[src/rtl/rv32_pkg.sv]
// Shared definitions for the priRV32 fetch front-end.
//   XLEN          : architectural register / address width
//   RV32_RESET_PC : default PC loaded on reset
//   fetch_entry_t : one buffered fetch result {pc, inst}
//   word_align()  : clears the byte-offset bits of an address
package rv32_pkg;

    localparam int          XLEN          = 32;
    localparam logic [31:0] RV32_RESET_PC = 32'h0000_0000;

    typedef struct packed {
        logic [31:0] pc;
        logic [31:0] inst;
    } fetch_entry_t;

    function automatic logic [XLEN-1:0] word_align(input logic [XLEN-1:0] addr);
        return {addr[XLEN-1:2], 2'b00};
    endfunction

endpackage

[src/rtl/rv32_ibuf.sv]
// Instruction buffer: DEPTH-entry synchronous FIFO of fetch_entry_t.
//   clk, rst     : clock, synchronous active-high reset (clears storage too)
//   flush        : empties the FIFO; wins over push and pop
//   push, wdata  : write an entry (accepted when not full, or full with pop)
//   pop          : drop the head entry (ignored when empty)
//   head         : entry at the FIFO head, read straight from storage
//   count        : number of valid entries
//   full, empty  : status flags
module rv32_ibuf
    import rv32_pkg::*;
#(
    parameter int DEPTH = 2,
    localparam int CW   = $clog2(DEPTH + 1)
) (
    input  logic         clk,
    input  logic         rst,
    input  logic         flush,
    input  logic         push,
    input  fetch_entry_t wdata,
    input  logic         pop,
    output fetch_entry_t head,
    output logic [CW-1:0] count,
    output logic         full,
    output logic         empty
);

    localparam int PW = (DEPTH > 1) ? $clog2(DEPTH) : 1;

    fetch_entry_t    mem [DEPTH];
    logic [PW-1:0]   wr_ptr;
    logic [PW-1:0]   rd_ptr;
    logic            do_push;
    logic            do_pop;

    function automatic logic [PW-1:0] ptr_inc(input logic [PW-1:0] p);
        return (p == PW'(DEPTH - 1)) ? '0 : p + 1'b1;
    endfunction

    assign full    = (count == CW'(DEPTH));
    assign empty   = (count == '0);
    // A full FIFO may still take a push when the head leaves in the same cycle.
    assign do_push = push && (!full || pop);
    assign do_pop  = pop && !empty;
    assign head    = mem[rd_ptr];

    always_ff @(posedge clk) begin
        if (rst) begin
            wr_ptr <= '0;
            rd_ptr <= '0;
            count  <= '0;
            for (int i = 0; i < DEPTH; i++) begin
                mem[i] <= '0;
            end
        end else if (flush) begin
            wr_ptr <= '0;
            rd_ptr <= '0;
            count  <= '0;
        end else begin
            if (do_push) begin
                mem[wr_ptr] <= wdata;
                wr_ptr      <= ptr_inc(wr_ptr);
            end
            if (do_pop) begin
                rd_ptr <= ptr_inc(rd_ptr);
            end
            case ({do_push, do_pop})
                2'b10:   count <= count + 1'b1;
                2'b01:   count <= count - 1'b1;
                default: count <= count;
            endcase
        end
    end

endmodule

[src/rtl/rv32_fetch.sv]
// Instruction fetch front-end: owns the PC, issues in-order word requests to
// instruction memory, buffers responses with their PCs and hands them to decode.
//   clk, rst                         : clock, synchronous active-high reset
//   imem_req_valid/ready/addr        : request channel to instruction memory
//   imem_rsp_valid/data              : in-order responses, no backpressure
//   redirect_valid/pc                : flush and restart fetch at a new PC
//   inst_valid/ready, inst_data/pc   : instruction channel to decode
module rv32_fetch
    import rv32_pkg::*;
#(
    parameter logic [31:0] RESET_PC = RV32_RESET_PC,
    parameter int          DEPTH    = 2
) (
    input  logic            clk,
    input  logic            rst,
    output logic            imem_req_valid,
    input  logic            imem_req_ready,
    output logic [XLEN-1:0] imem_req_addr,
    input  logic            imem_rsp_valid,
    input  logic [XLEN-1:0] imem_rsp_data,
    input  logic            redirect_valid,
    input  logic [XLEN-1:0] redirect_pc,
    output logic            inst_valid,
    input  logic            inst_ready,
    output logic [XLEN-1:0] inst_data,
    output logic [XLEN-1:0] inst_pc
);

    localparam int CW = $clog2(DEPTH + 1);

    logic [XLEN-1:0] pc;
    logic [XLEN-1:0] rsp_pc;
    logic [CW-1:0]   outstanding;
    logic [CW-1:0]   outstanding_next;
    logic [CW-1:0]   discard;
    logic [CW-1:0]   fifo_count;
    logic [CW:0]     credit_used;
    logic            req_fire;
    logic            rsp_drop;
    logic            push;
    logic            pop;
    logic            fifo_full;
    logic            fifo_empty;
    fetch_entry_t    push_entry;
    fetch_entry_t    head;

    // Every word in flight already owns a FIFO slot, so responses never stall.
    assign credit_used    = {1'b0, fifo_count} + {1'b0, outstanding};
    assign imem_req_valid = !rst && !redirect_valid && (credit_used < (CW+1)'(DEPTH));
    assign imem_req_addr  = pc;
    assign req_fire       = imem_req_valid && imem_req_ready;

    assign outstanding_next = outstanding + CW'(req_fire) - CW'(imem_rsp_valid);

    assign rsp_drop   = (discard != '0);
    // A response arriving with a redirect belongs to the old stream.
    assign push       = imem_rsp_valid && !rsp_drop && !redirect_valid && !rst;
    assign pop        = inst_valid && inst_ready;
    assign push_entry = '{pc: rsp_pc, inst: imem_rsp_data};

    rv32_ibuf #(.DEPTH(DEPTH)) u_ibuf (
        .clk   (clk),
        .rst   (rst),
        .flush (redirect_valid),
        .push  (push),
        .wdata (push_entry),
        .pop   (pop),
        .head  (head),
        .count (fifo_count),
        .full  (fifo_full),
        .empty (fifo_empty)
    );

    assign inst_valid = !fifo_empty;
    assign inst_data  = head.inst;
    assign inst_pc    = head.pc;

    always_ff @(posedge clk) begin
        if (rst) begin
            pc          <= word_align(RESET_PC);
            rsp_pc      <= word_align(RESET_PC);
            outstanding <= '0;
            discard     <= '0;
        end else begin
            outstanding <= outstanding_next;
            if (redirect_valid) begin
                pc      <= word_align(redirect_pc);
                rsp_pc  <= word_align(redirect_pc);
                // Everything still unanswered after this edge is stale.
                discard <= outstanding_next;
            end else begin
                if (req_fire) begin
                    pc <= pc + 32'd4;
                end
                if (imem_rsp_valid) begin
                    if (rsp_drop) begin
                        discard <= discard - 1'b1;
                    end else begin
                        rsp_pc <= rsp_pc + 32'd4;
                    end
                end
            end
        end
    end

`ifndef SYNTHESIS
    always @(posedge clk) begin
        if (!rst) begin
            assert (!(imem_rsp_valid && outstanding == '0));
            assert (credit_used <= (CW+1)'(DEPTH));
            assert (discard <= outstanding);
            assert (!(push && fifo_full && !pop));
        end
    end
`endif

endmodule

[config.mk]
export PLATFORM = sky130hd
export DESIGN_NAME = rv32_fetch
export DESIGN_NICKNAME = d
export VERILOG_FILES = /design/src/rtl/rv32_pkg.sv /design/src/rtl/rv32_ibuf.sv /design/src/rtl/rv32_fetch.sv
export SDC_FILE = /design/constraint.sdc
export NUM_CORES = 1
export LEC_CHECK = 0
export BUFFER_PORTS_ARGS = -buffer_cell sky130_fd_sc_hd__buf_2
export CAP_MARGIN = 20
export CORE_MARGIN = 8
export CORE_UTILIZATION = 60
export DETAILED_ROUTE_END_ITERATION = 10
export PLACE_DENSITY = 0.85
export RECOVER_POWER = 100
export SLEW_MARGIN = 20
export SYNTH_ARGS = -nofsm -noshare
export SYNTH_HDL_FRONTEND = slang
export SYNTH_SLANG_ARGS = --single-unit
[constraint.sdc]
create_clock -name clk -period 8.4 [get_ports clk]
set_input_delay 1.68 -clock clk [delete_from_list [all_inputs] [get_ports clk]]
set_output_delay 1.68 -clock clk [all_outputs]
set_load 0.05 [all_outputs]
==> results of run 1 <==
-- final timing paths --
path	to	slack (ns)	cells after the start
worst min-delay path	u_ibuf.rd_ptr$_SDFFE_PP0P_	0.52	2
worst min register to register	u_ibuf.rd_ptr$_SDFFE_PP0P_	0.52	2
worst max register to register	u_ibuf.mem[0][46]$_SDFFCE_PN0P_	4.87	7
worst max-delay path	inst_pc[12]	2.35	3
-- report_power, final --
part	total, mW	switching [mW]	internal, mW
clock network	0.782	0.364	0.417
registers	1.11	0.0422	1.07
logic	0.304	0.220	0.0838
total	2.19	0.627	1.57
-- area by class of cell --
type / count / area (µm²)
clock inverters: 15 / 151
inverters: 24 / 90.1
multi-input cells: 525 / 3800
clock buffers: 17 / 425
flip-flops and latches: 193 / 5110
well taps: 188 / 235
repair buffers: 168 / 728
fillers: 1158 / 4610
-- layer usage --
| metal | vias to the layer above | routed length, µm | track usage [%] |
|---|---|---|---|
| met1 | 3208 | 9230 | 26.4 |
| met2 | 233 | 9600 | 34.6 |
| met4 | 0 | 180 | 5.94 |
| met3 | 16 | 1330 | 4.52 |
| li1 | 3191 | - | - |
| met5 | - | 0 | 0 |
-- layout by cell type (no fill, tap or decap), types with 3 or more instances in the layout --
cell and n:
sky130_fd_sc_hd__a211oi_1 3, sky130_fd_sc_hd__a21boi_0 16, sky130_fd_sc_hd__a21oi_1 19, sky130_fd_sc_hd__a311oi_1 4
sky130_fd_sc_hd__a31oi_1 23, sky130_fd_sc_hd__and2_0 51, sky130_fd_sc_hd__and2_1 69, sky130_fd_sc_hd__and3_1 8
sky130_fd_sc_hd__and4_1 15, sky130_fd_sc_hd__buf_2 69, sky130_fd_sc_hd__buf_4 3, sky130_fd_sc_hd__clkbuf_1 96
sky130_fd_sc_hd__clkbuf_16 17, sky130_fd_sc_hd__clkinv_4 5, sky130_fd_sc_hd__clkinvlp_4 3, sky130_fd_sc_hd__conb_1 4
sky130_fd_sc_hd__dfxtp_1 68, sky130_fd_sc_hd__edfxtp_1 124, sky130_fd_sc_hd__ha_1 6, sky130_fd_sc_hd__inv_1 24
sky130_fd_sc_hd__inv_6 5, sky130_fd_sc_hd__mux2_2 60, sky130_fd_sc_hd__nand2_1 22, sky130_fd_sc_hd__nand3_1 13
sky130_fd_sc_hd__nand4_1 22, sky130_fd_sc_hd__nand4_2 3, sky130_fd_sc_hd__nor2_1 20, sky130_fd_sc_hd__nor2b_1 4
sky130_fd_sc_hd__nor3_1 18, sky130_fd_sc_hd__nor4_1 7, sky130_fd_sc_hd__o21ai_0 10, sky130_fd_sc_hd__o21bai_1 16
sky130_fd_sc_hd__o31a_1 10, sky130_fd_sc_hd__o31ai_1 13, sky130_fd_sc_hd__or2_2 4, sky130_fd_sc_hd__or3_1 8
sky130_fd_sc_hd__or4_1 13, sky130_fd_sc_hd__xnor2_1 15, sky130_fd_sc_hd__xor2_1 12
-- state kept, by name, summed over array words and instances, names as in the netlist, named ones only --
| name | flops |
|---|---|
| discard | 2 |
| u_ibuf.rd_ptr | 1 |
| u_ibuf.mem | 124 |
| outstanding | 2 |
| u_ibuf.count | 2 |
| rsp_pc | 30 |
| u_ibuf.wr_ptr | 1 |
| imem_req_addr | 30 |
-- critical path: stages, from the launching register on --
cell and delay, ns:
sky130_fd_sc_hd__dfxtp_2 0.32, sky130_fd_sc_hd__clkbuf_1 2.52, sky130_fd_sc_hd__mux2_2 0.53, sky130_fd_sc_hd__clkbuf_1 0.54
-- cells by family (layout without fill, tap and decap cells) --
family	after synthesis	after routing	share of synthesized area, %
other	1	4	0.0406
adders and majority gates	7	7	1.03
DFF	193	193	55.2
muxes	64	64	7.77
AOI/OAI and AO/OA	126	126	9.50
buffers and inverters	77	224	3.98
xor gates and xnor gates	27	27	2.56
and+or+nand+nor	297	297	19.9
==> impl.org, run 1 <==
** Timing
- Setup slack on the critical path of the routed design comes to ~2.4 ns.
- Worst slew margin relative to its limit :: -140%
- RSZ-0062 raised after global routing :: no
- Final setup vio count :: 0
- At the pin with the least slew margin, the transition time is 3.59 ns.
- Worst hold-check slack :: 0.521 ns
- The total count of max-transition violations in the final report is 270.
- On the final layout, the worst clock skew is 0.00737 ns.
- The count of final hold-check violations is 0.
- Time the final worst path needs with I/O delays and setup :: 6.05 ns
- In the finished design, the share of the clock period the worst path needs comes to 72.0%.
- Achievable frequency :: between 0.15 and 0.2 GHz
- After routing, the total negative slack on setup checks comes to 0 ns.

** Logic synthesis
- Area of the mapped netlist :: 9250 µm²
- The average instance in the mapped netlist occupies around 12 µm².
- Async S/R FF share, synth :: 0%
- Yosys instantiated no cell more often than sky130_fd_sc_hd__edfxtp_1.
- Cell count after synthesis :: 792
- After synthesis the netlist holds a flip-flop and latch count of 193.
- Warnings from Yosys :: 0
- Fraction of the yosys area taken by sequential cells :: 55.2%
- The synthesized design contains 124 enable-type register cells.
- Number of different library cells in the post-synthesis netlist :: 63
- The most used flip-flop cell after synthesis is sky130_fd_sc_hd__edfxtp_1.
- Of all cell types, the one taking the most synthesized area is sky130_fd_sc_hd__edfxtp_1.
- By count the netlist is led by 124 x sky130_fd_sc_hd__edfxtp_1, 120 x sky130_fd_sc_hd__and2_1, 69 x sky130_fd_sc_hd__dfxtp_1.
- Sorting the synthesized cells by area gives the leading types as sky130_fd_sc_hd__edfxtp_1 40%, sky130_fd_sc_hd__dfxtp_1 15%, sky130_fd_sc_hd__and2_1 8.1%, sky130_fd_sc_hd__mux2_2 7.6%, sky130_fd_sc_hd__a31oi_1 1.6%.
- Portion of synthesized cell area occupied by the leading cell type :: 40.3%

** CTS
- The number of clock buffers added by TritonCTS is 17.
- Sinks on Clock Net :: between 150 and 200
- Clock root cell :: sky130_fd_sc_hd__clkbuf_16
- CTS clk-pin slew, worst paths :: 0.07 ns
- Post-CTS repair changed the size of 0 cells.
- CTS Hold Buffers Added :: 0
- TritonCTS built the clock tree.
- Post-CTS Setup Repair Bufs :: 0
- The H-tree was split into 4 levels.
- For the worst-skew pair, the clock arrives at the later sink with an insertion delay of 0.43 ns.
- No sink is reached through more buffers than the 2 on the longest clock path.

** Place
- Final weighted congestion in routability-driven placement :: approximately 0.84
- Input and output buffers added on the ports amount to 161.
- Post-Place Setup Slack :: 3.80 ns
- Including well taps, the total number of placed cells is 1098.
- Placed wire-length estimate after detailed placement :: approximately 14000 µm
- After detailed placement, the total cell area comes to 10100 µm².

** Layout
- Measured on the finished design, the core utilization comes to 69.6%.
- For this run, the post-layout net count is between 1000 and 1500.
- Relative to the synthesized area, the layout overhead comes to 13.9%.
- Once layout is complete, the cells apart from fillers number 1130.
- After routing the design area is 10500 µm².
- Of the cells placed in the final design, the portion with a size suffix greater than 1 is between 10% and 20%.
- The number of antenna diodes in the final layout is 0.

** Run status
- The run finished, with violations left.
- The checks that failed: capacitance limit, slew limit.

** Routing
- Summing over every cut layer, the via total after detailed routing is ~6600.
- Length of the first detailed-routing pass in iterations :: 5
- Dividing the detail-routed wire length by the instance count gives 18.0 µm.
- For this run, design rule violations remaining after detail routing come to 0.
- Ratio of routed vias to standard cells :: roughly 5.9
- The routed design has 20300 µm of wire.
- The detailed router finished its first iteration with 425 violations.
- Number of nets with antenna violations after detailed routing :: 0

** Floorplanning
- The floorplan has 45 rows.
- Area of the placeable core :: 15100 µm²
- I/O pin count :: 168
- Area of the die :: 19600 µm²
- The floorplan step set the die height to 140 µm.
- Initial cell density of the core :: 61.0%
- Horiz. Die Dim :: 140 µm

** Pwr
- The worst-case IR drop observed on VDD is 0.145 mV.
- Overall Power :: 2.19 mW
- Power density cells :: 208 nW/µm²
- In this run the static leakage power is 3.85 nW.

** Worst setup path
- The worst register-to-register path begins at discard[0]$_SDFFE_PP0P_.
- Data arrives at the worst endpoint at ~4.4 ns.
- Maximum net fanout on the critical path :: 62
- CP Data Required Time :: 6.72 ns
- The critical path is of the register to output pin type.
- STA classifies the critical path startpoint as a register.
- Type of destination of the critical path :: output pin

** GRT
- For this run, the total global-route usage over all layers was measured as 20.7%.
- Number of antenna violations at the first check in global routing :: 0
- After global routing the overflow that remains totals 0.
- Via count of the first global-routing pass :: 6523
- Wire length of the first global-routing pass :: 32500 µm
- Pin count of the biggest net entering global routing :: 63

** Min path
- Worst hold path type :: register to register
- Hold path startpoint :: u_ibuf.rd_ptr$_SDFFE_PP0P_

** Job
- Count of max-cap constraint violations :: 5
(Power assumes the default switching activity.)
==> run 2: changes to the inputs <==
- CORE_UTILIZATION: 60 -> 56
- PLACE_DENSITY: 0.85 -> 0.8
- clock period: 8.4 -> 5.9 ns (I/O delays scaled with it)
==> impl.org, run 2 (synthesized netlist as in run 1, its figures left out) <==
** Timing
- Derived from the worst setup path, the maximum achievable clock frequency is approximately 0.22 GHz.
- Final setup skew :: roughly 0.012 ns
- The count of final hold-check violations was 0.
- Final critical-path share of the clock period :: just under 80%
- Setup repair after global routing left no endpoint under its margin.
- Hold timing on the final database bottoms out at a slack of 0.515 ns.
- Slew Viols, Final :: 40
- At the pin with the least slew margin, the transition time is between 1.5 and 2 ns.
- Post-route setup TNS :: 0 ns
- Final setup vio count :: 0
- Measured against its own limit, the worst slew margin works out to -17.1%.
- After layout, the worst setup slack is 1.36 ns.
- Time the final worst path needs with I/O delays and setup :: 4.54 ns

** Worst setup path
- Category of the critical setup timing path :: input port to output pin
- Type of destination of the critical path :: output pin
- Along the worst path, the maximum fanout reaches 39.
- Type of element launching the critical path :: input port
- Data arrives at the worst endpoint at ~3.4 ns.
- For the worst setup path, the data required time is 4.72 ns.

** Place
- Post-Place Setup Slack :: 1.95 ns
- Count of port buffers added during placement :: around 160
- At the end of routability-driven placement, the weighted congestion stood at 0.891.
- The wire-length estimate of the detail-placed layout is 13900 µm.

** Pwr
- IR analysis of the VDD net gives a maximum drop of 0.241 mV.
- Power spread over the standard cell area amounts to roughly 300 nW/µm².
- The analysis attributes to cell leakage a power of 3.90 nW.

** Routing
- DRT iter0 DRCs :: just over 400
- Length of the first detailed-routing pass in iterations :: 5
- The routed design has 20500 µm of wire.
- The detailed router placed 6625 vias in this run.
- Dividing the detail-routed wire length by the instance count gives around 18 µm.
- Number of nets with antenna violations after detailed routing :: 0
- DRC viols :: 0
- Detailed route wirelength on metal2 :: 9480 µm
- Ratio of routed vias to standard cells :: 5.70
- Summed over all nets, wire length on met3 after detailed routing comes to 1510 µm.
- Signal routing reaches up to met4.
- The detailed router put a total of between 9000 and 10000 µm of wire on met1.

** CTS
- The number of hold buffers added after CTS was 0.
- The tree built by TritonCTS fans out to 193 sinks.
- CTS Buf Count :: 17
- Post-CTS Setup Repair Bufs :: 0
- Post-CTS repair changed the size of 0 cells.
- Clock root cell :: sky130_fd_sc_hd__clkbuf_16
- Clock Latency Late Sink :: 0.44 ns
- TritonCTS clock tree :: yes
- Number of levels in the clock H-tree :: 4
- No sink is reached through more buffers than the 2 on the longest clock path.
- CTS clk-pin slew, worst paths :: around 0.06 ns

** GRT
- Global routing consumed, over all layers together, approximately a fifth of the routing resources.
- Pin count of the biggest net entering global routing :: 62
- Global routing finished with a remaining overflow of 0.
- Wire length of the first global-routing pass :: approximately 32000 µm
- The number of global-route vias before repair is between 6000 and 7000.
- The number of antenna violations at the first check in global routing was 0.

** Floorplanning
- In this run the core area contains 47 standard-cell rows.
- Area of the placeable core :: 16300 µm²
- The floorplan step defined a die boundary enclosing 20900 µm².
- Initial cell density of the core :: 56.6%
- I/O pin count :: 168
- The floorplan step set the die width to 144 µm.
- Floorplan die height :: between 100 and 150 µm

** Run status
- The run finished, with violations left.
- Violated checks :: capacitance limit, slew limit

** Min path
- In this run the worst hold path is classified as register to register.

** Layout
- Number of antenna cells inserted :: 0
- After filler insertion, the fill cell instance count of the layout stands at around 1300.
- Final Util :: 65.0%
- Commonest cells after routing, fill and taps aside :: 124 x sky130_fd_sc_hd__edfxtp_1, 90 x sky130_fd_sc_hd__clkbuf_1, 77 x sky130_fd_sc_hd__and2_1, 73 x sky130_fd_sc_hd__buf_2, 69 x sky130_fd_sc_hd__dfxtp_1
- Fraction of final layout cells with drive strength greater than 1 :: 19.9%
- Syn-to-layout area delta :: 14.9%
- Register name with the most flops :: u_ibuf.mem
- After the last flow step, the layout net total stands at 1007.
- Leaving out fill and tap cells, the most frequent cell in the layout is sky130_fd_sc_hd__edfxtp_1.
- Flip-flop count of the largest register, all copies and words added :: 124

** Job
- Across the run, the number of max-cap violations was 1.
## run 2: cell types whose count changed in the layout (fill, tap and decap cells not counted), moves of 3 or more
| cell | change |
|---|---|
| sky130_fd_sc_hd__and2_0 | -8 |
| sky130_fd_sc_hd__and2_1 | +8 |
| sky130_fd_sc_hd__buf_2 | +4 |
| sky130_fd_sc_hd__clkbuf_1 | -6 |
| sky130_fd_sc_hd__clkinv_4 | -3 |
| sky130_fd_sc_hd__inv_6 | -3 |
## run 2: path summary, 6_finish.rpt
kind,from,slack [ns],to,cells after the start
hold / removal,u_ibuf.rd_ptr$_SDFFE_PP0P_,0.52,u_ibuf.rd_ptr$_SDFFE_PP0P_,2
hold reg to reg,u_ibuf.rd_ptr$_SDFFE_PP0P_,0.52,u_ibuf.rd_ptr$_SDFFE_PP0P_,2
setup reg to reg,u_ibuf.count[0]$_SDFFE_PP0P_,2.26,imem_req_addr[25]$_SDFFE_PP0P_,6
setup / recovery,redirect_valid,1.36,imem_req_valid,4
## run 2: layer usage
| metal | vias up | global-route usage (%) |
|---|---|---|
| met3 | 22 | 3.99 |
| met4 | 0 | 6.68 |
| li1 | 3189 | - |
| met2 | 240 | 32.1 |
| met1 | 3174 | 26.8 |
| met5 | - | 0 |
## run 2: cell type report
type                       instances  area (µm²)  area share [%]
sequential                       193        5100            48.0
multi-input combinational        525        3790            35.6
tap                              220         275            2.59
clock buffer                      19         433            4.07
inverter                          24        90.1           0.848
timing repair buffer             169         776            7.30
clock inverter                    13         161            1.52
## run 2: critical path, stage by stage
cell and delay (ns):
sky130_fd_sc_hd__clkbuf_1 1.24, sky130_fd_sc_hd__or2_0 0.52, sky130_fd_sc_hd__nor3_1 0.09, sky130_fd_sc_hd__clkbuf_1 0.32
## run 2: power breakdown
| group | internal (mW) | leakage (nW) | switching, mW | total [mW] |
|---|---|---|---|---|
| logic | 0.121 | 1.77 | 0.313 | 0.434 |
| registers | 1.52 | 1.86 | 0.0610 | 1.58 |
| clock network | 0.667 | 0.274 | 0.489 | 1.16 |
## run 2: metrics by stage
stage,cells,power [mW],area [µm²]
after detailed placement,1131,2.05,10200
final,1163,3.17,10600
after global routing,1163,3.27,10600
after CTS,1163,3.20,10800
after floorplan,795,1.93,9260
after global placement,1131,2.04,10200
